$ cat src/rtl/io_uart_bridge.sv
// CPU byte-I/O responder: uart_rx bytes queue in an RX FIFO for the CPU IN port,
// CPU OUT bytes queue in a TX FIFO for uart_tx. Sticky/live status on io_err.
module io_uart_bridge #(
    parameter int RX_AW = 4,
    parameter int TX_AW = 4
) (
    input  logic       clk,
    input  logic       rst,
    output logic [7:0] io_in_data,
    output logic       io_in_vld,
    input  logic       io_in_rdy,
    input  logic [7:0] io_out_data,
    input  logic       io_out_vld,
    output logic       io_out_rdy,
    output logic [4:0] io_err,
    input  logic       err_clr,
    input  logic [7:0] rx_data,
    input  logic       rx_vld,
    input  logic       rx_ferr,
    output logic [7:0] tx_data,
    output logic       tx_vld,
    input  logic       tx_rdy
);
    localparam int RX_DEPTH = 1 << RX_AW;
    localparam int TX_DEPTH = 1 << TX_AW;

    // ---------------------------------------------------------------- RX FIFO
    logic [7:0]     rx_mem [RX_DEPTH];
    logic [RX_AW:0] rx_wr_ptr, rx_rd_ptr, rx_wr_nxt, rx_rd_nxt;
    logic           rx_empty_q, rx_full_q, rx_empty_nxt, rx_full_nxt;
    logic           rx_push, rx_pop, rx_push_ok, rx_ovf, rx_ferr_evt;

    // NOTE: every always_comb output gets a value on every path, so no latch is inferred.
    always_comb begin
        rx_push      = rx_vld & ~rx_ferr;
        rx_pop       = io_in_vld & io_in_rdy;
        rx_push_ok   = rx_push & (~rx_full_q | rx_pop);
        rx_ovf       = rx_push & rx_full_q & ~rx_pop;
        rx_ferr_evt  = rx_vld & rx_ferr;
        rx_wr_nxt    = rx_wr_ptr + (RX_AW + 1)'(rx_push_ok);
        rx_rd_nxt    = rx_rd_ptr + (RX_AW + 1)'(rx_pop);
        rx_empty_nxt = (rx_wr_nxt == rx_rd_nxt);
        rx_full_nxt  = (rx_wr_nxt[RX_AW] != rx_rd_nxt[RX_AW]) &&
                       (rx_wr_nxt[RX_AW-1:0] == rx_rd_nxt[RX_AW-1:0]);
    end

    // NOTE: state registers use non-blocking assignments so every flop samples pre-edge values.
    always_ff @(posedge clk or posedge rst) begin
        if (rst) begin
            rx_wr_ptr  <= '0;
            rx_rd_ptr  <= '0;
            rx_empty_q <= 1'b1;
            rx_full_q  <= 1'b0;
        end else begin
            rx_wr_ptr  <= rx_wr_nxt;
            rx_rd_ptr  <= rx_rd_nxt;
            rx_empty_q <= rx_empty_nxt;
            rx_full_q  <= rx_full_nxt;
        end
    end

    // NOTE: storage arrays carry no reset; pointers alone define which entries are meaningful.
    always_ff @(posedge clk) begin
        if (rx_push_ok)
            rx_mem[rx_wr_ptr[RX_AW-1:0]] <= rx_data;
    end

    assign io_in_vld  = ~rx_empty_q;
    assign io_in_data = io_in_vld ? rx_mem[rx_rd_ptr[RX_AW-1:0]] : 8'h00;

    // ---------------------------------------------------------------- TX FIFO
    logic [7:0]     tx_mem [TX_DEPTH];
    logic [TX_AW:0] tx_wr_ptr, tx_rd_ptr, tx_wr_nxt, tx_rd_nxt;
    logic           tx_empty_q, tx_full_q, tx_empty_nxt, tx_full_nxt;
    logic           tx_push, tx_pop;

    always_comb begin
        tx_push      = io_out_vld & io_out_rdy;
        tx_pop       = tx_vld & tx_rdy;
        tx_wr_nxt    = tx_wr_ptr + (TX_AW + 1)'(tx_push);
        tx_rd_nxt    = tx_rd_ptr + (TX_AW + 1)'(tx_pop);
        tx_empty_nxt = (tx_wr_nxt == tx_rd_nxt);
        tx_full_nxt  = (tx_wr_nxt[TX_AW] != tx_rd_nxt[TX_AW]) &&
                       (tx_wr_nxt[TX_AW-1:0] == tx_rd_nxt[TX_AW-1:0]);
    end

    // io_out_rdy has its own flop so it reads 0 while reset is held.
    always_ff @(posedge clk or posedge rst) begin
        if (rst) begin
            tx_wr_ptr  <= '0;
            tx_rd_ptr  <= '0;
            tx_empty_q <= 1'b1;
            tx_full_q  <= 1'b0;
            io_out_rdy <= 1'b0;
        end else begin
            tx_wr_ptr  <= tx_wr_nxt;
            tx_rd_ptr  <= tx_rd_nxt;
            tx_empty_q <= tx_empty_nxt;
            tx_full_q  <= tx_full_nxt;
            io_out_rdy <= ~tx_full_nxt;
        end
    end

    always_ff @(posedge clk) begin
        if (tx_push)
            tx_mem[tx_wr_ptr[TX_AW-1:0]] <= io_out_data;
    end

    assign tx_vld  = ~tx_empty_q;
    assign tx_data = tx_vld ? tx_mem[tx_rd_ptr[TX_AW-1:0]] : 8'h00;

    // ---------------------------------------------------------------- status
    logic [1:0] err_sticky;

    // A new error in the same cycle as err_clr keeps the bit set.
    always_ff @(posedge clk or posedge rst) begin
        if (rst) begin
            err_sticky <= 2'b00;
        end else begin
            err_sticky[0] <= rx_ovf      | (err_sticky[0] & ~err_clr);
            err_sticky[1] <= rx_ferr_evt | (err_sticky[1] & ~err_clr);
        end
    end

    assign io_err = {rx_empty_q, rx_full_q, tx_full_q, err_sticky};

endmodule
$ cat config.mk
export PLATFORM = sky130hd
export DESIGN_NAME = io_uart_bridge
export DESIGN_NICKNAME = d
export VERILOG_FILES = /design/src/rtl/io_uart_bridge.sv
export SDC_FILE = /design/constraint.sdc
export NUM_CORES = 1
export LEC_CHECK = 0
export CORE_ASPECT_RATIO = 0.75
export CORE_MARGIN = 2
export CORE_UTILIZATION = 25
export DETAILED_ROUTE_END_ITERATION = 8
export GPL_ROUTABILITY_DRIVEN = 1
export PLACE_DENSITY = 0.42
export RECOVER_POWER = 50
export SYNTH_ARGS = -nofsm -noshare
export SYNTH_HDL_FRONTEND = slang
export SYNTH_SLANG_ARGS = --single-unit
$ cat constraint.sdc
create_clock -name clk -period 3.5 [get_ports clk]
set_input_delay 0.7 -clock clk [delete_from_list [all_inputs] [get_ports clk]]
set_output_delay 0.7 -clock clk [all_outputs]
set_load 0.05 [all_outputs]
==> run_results.csv <==
group,metric,value,unit
outcome,outcome,"complete, no violations",
setup_path,worstReg2RegEnd,"rx_empty_q",
synthesis,synth_simple_gate_area_share,4.65,%
route,remaining_drc_errors,0,
setup_path,regToRegSetupSlack,1.10,ns
floorplan,row_count,67,
setup_path,cp_data_required_time,2.80,ns
sta,hold_slack,0.508,ns
synthesis,synthMuxAreaShare,14.3,%
sta,slew_headroom,30.6,%
cts,cts_tree,"built",
sta,final-setup-viol-count,0,
cells_and_area,final_util,30.9,%
place,portBuffers,47,
sta,fin_crit_sh,95.0,%
setup_path,path_cells,"buf_12 > mux4_2 > a22o_1 > a221o_1 > buf_4",
setup_path,critical_path.max_stage_delay,0.56,ns
cts,cts_buffers,30,
route,wirelength,24100,um
sta,finClkSkew,0.0105,ns
synthesis,synth_fp_nets,605,
synthesis,synthCells,573,
min_path,hp-class,"register to register",
setup_path,worstPathMaxFanout,16,
route,dr_total_vias,5477,
min_path,min-delay-start,"rx_wr_ptr[4]",
place,hpwl,16300,um
route,ant_nets,0,
route,drt-initial-drc-count,327,
min_path,min_path_cells,2,
setup_path,r2r_start,"rx_empty_q",
setup_path,startpoint_type,"register",
power,seqPwrFrac,36.0,%
setup_path,cp_slowest_cell,"mux4_2",
synthesis,synth_top_family_by_area,"multiplexers",
sta,fmax,0.301,GHz
cts,htree_levels,1,
route,wl_per_cell,18.9,um
cts,cts-root-buf,"clkbuf_16",
cells_and_area,drive_gt1_share,24.5,%
floorplan,initial_core_util,25.2,%
synthesis,syn_area,0.0112,sq mm
grt,antenna_found_initial,0,
route,first_pass_iters,4,
cells_and_area,antennaDiodeCount,0,
sta,slew_violations,0,
sta,tightest_slew,1.04,ns
synthesis,synth_compound_area_share,1.95,%
cts,path_clk_slew,0.06,ns
grt,grt.total_usage,10.6,%
sta,fin_setup_tns,0,ns
grt,grt_pass1_wl,36800,um
power,p_sw_share,33.8,%
min_path,min_to,"rx_wr_ptr[4]",
cells_and_area,final_nets,699,
floorplan,io_pins,48,
cells_and_area,layout_commonest_cell,"edfxtp_1",
floorplan,die_h,187,um
cts,hold_buffers,0,
synthesis,async_flop_share,9.54,%
cells_and_area,fill_cells,4293,
synthesis,ys_seq_area_share,74.8,%
sta,timing.final.hold_violations,0,
cts,insertion_delay,0.56,ns
sta,fin_ws,0.175,ns
cells_and_area,final_cell_mix,"edfxtp_1 (256), mux4_2 (57), buf_4 (49)",
place,gp_congestion,0.739,
cells_and_area,syn_to_final_growth,22.9,%
synthesis,yosys.area.top_type_share,68.7,%
cts,cts_max_path_buffers,3,
power,finalPower,12300,uW
route,post_drt_via_cell_ratio,4.30,
synthesis,avgSynthCellArea,19.5,sq um
grt,grt_pass1_vias,5732,
power,p_clk_share,27.5,%
floorplan,die_area,0.0465,sq mm
floorplan,die_w,248,um
synthesis,yosysTopAreaCell,"edfxtp_1",
synthesis,ys_seq_elements,283,
place,place_ws,0.558,ns
power,comb_power_share,36.5,%
synthesis,synth_edf_count,256,
power,internal_power,8150,uW
cts,cts.sinks,283,
power,leakagePower,0.00458,uW
grt,grt-ovfl-total,0,
synthesis,synth_cell_types,40,
setup_path,cp-end-kind,"output pin",
synthesis,ys_warn_count,0,
grt,grt_max_degree,28,
setup_path,worstSetupPathType,"register to output pin",
setup_path,cp.depth,5,
sta,grt_setup_unrepaired,"false",
synthesis,synthTopCellsByArea,"edfxtp_1 (69%), mux4_2 (11%), dfrtp_1 (5.6%), mux2i_1 (2.6%), xor2_1 (1.1%)",
setup_path,worstPathBufferInverterCount,2,
sta,min_period,3.33,ns
synthesis,synthXorXnorAreaFrac,1.72,%
setup_path,cp.arrival,2.63,ns
synthesis,synth-adder-area-share,0.895,%
power,p_sw,4160,uW
power,max-vdd-ir-drop,0.000537,V
setup_path,rr_worst_depth,8,
power,powerDensity,895,mW/mm^2
run,cap_violations,0,
floorplan,core_area,0.0444,sq mm
synthesis,ys.flop_type,"edfxtp_1",
setup_path,path_delay_family,"compound AO/OA/AOI/OAI gates",
[state kept, by name, indices dropped and copies added, names as in the netlist]
signal	count
err_sticky	2
io_out_rdy	1
rx_empty_q	1
rx_full_q	1
rx_mem	128
rx_rd_ptr	5
rx_wr_ptr	5
tx_empty_q	1
tx_full_q	1
tx_mem	128
tx_rd_ptr	5
tx_wr_ptr	5
[power groups by stage]
stage          clock network (uW)  registers (uW)  logic (uW)
6_report                     3380            4430        4490
5_1_grt                      3610            4490        4810
4_1_cts                      3480            4440        4580
3_5_place_dp                    0            4510        4560
3_3_place_gp                    0            4500        4550
2_1_floorplan                   0            4300        3140
[how the worst max path moves through the flow]
stage / slack [ns] / start / to
after detailed placement: 0.56 / rx_ferr / rx_empty_q
final: 0.17 / rx_rd_ptr[0] / io_in_data[2]
after global placement: 0.58 / rx_ferr / rx_empty_q
after floorplan: 0.55 / tx_rd_ptr[3] / tx_data[5]
after CTS: 0.05 / tx_rd_ptr[0] / tx_data[7]
after global routing: 0.02 / tx_rd_ptr[0] / tx_data[4]
[cells by family after synthesis]
family / Yosys count
flip-flops: 283
AND/OR/NAND/NOR: 102
multiplexers: 88
buffers and inverters: 41
AO/OA/AOI/OAI: 29
XOR/XNOR: 22
adder cells (fa/ha/maj): 8
[cell type report]
cell class | count | area [sq um] | area share (%)
Clock inverter | 19 | 269 | 1.96
Timing Repair Buffer | 91 | 898 | 6.54
Sequential cell | 283 | 8370 | 60.9
Tap cell | 586 | 733 | 5.33
Multi-Input combinational cell | 249 | 2640 | 19.2
Clock buffer | 35 | 791 | 5.75
Inverter | 12 | 45.0 | 0.328
[repair_timing]
action                                  in CTS  in global routing
endpoints found under the setup margin       0                  3
resized for setup                            0                  1
buffers inserted                             0                  0
[worst reg2reg max path: stages (launching register included)]
cell	delay, ns
dfstp_1	0.61
nand2b_1	0.18
a21oi_1	0.14
ha_1	0.22
ha_1	0.20
xor2_1	0.19
xor2_1	0.18
or3_1	0.39
nor3b_1	0.21
[through the flow]
stage / instances / instance area, sq um
3_3_place_gp: 1221 / 12700
6_report: 1275 / 13700
2_1_floorplan: 573 / 11200
3_5_place_dp: 1221 / 12700
4_1_cts: 1275 / 13700
5_1_grt: 1275 / 13700
[synthesized netlist by cell type (4+ instances only)]
master and number:
clkbuf_1 10, nor3_1 9, nand3b_1 4, o211ai_1 5
mux2i_1 29, a32oi_1 5, nand2_1 21, nand3_1 11
o22ai_1 8, nand2b_1 6, nor2_1 24, buf_4 5
nand4_1 5, ha_1 8, buf_2 12, nor2b_1 7
inv_1 12, dfrtp_1 25, xnor2_1 8, xor2_1 14
edfxtp_1 256, mux4_2 57
[routing by layer]
metal  global-route usage, %  wire (um)  up-vias
met3                    2.04       1160       36
met5                       0          0        -
met4                    2.91        530        0
met2                    15.3      10400      109
met1                    16.2      12000     2849
li1                        -          -     2483
No activity file was read; power rests on OpenSTA's default activity.
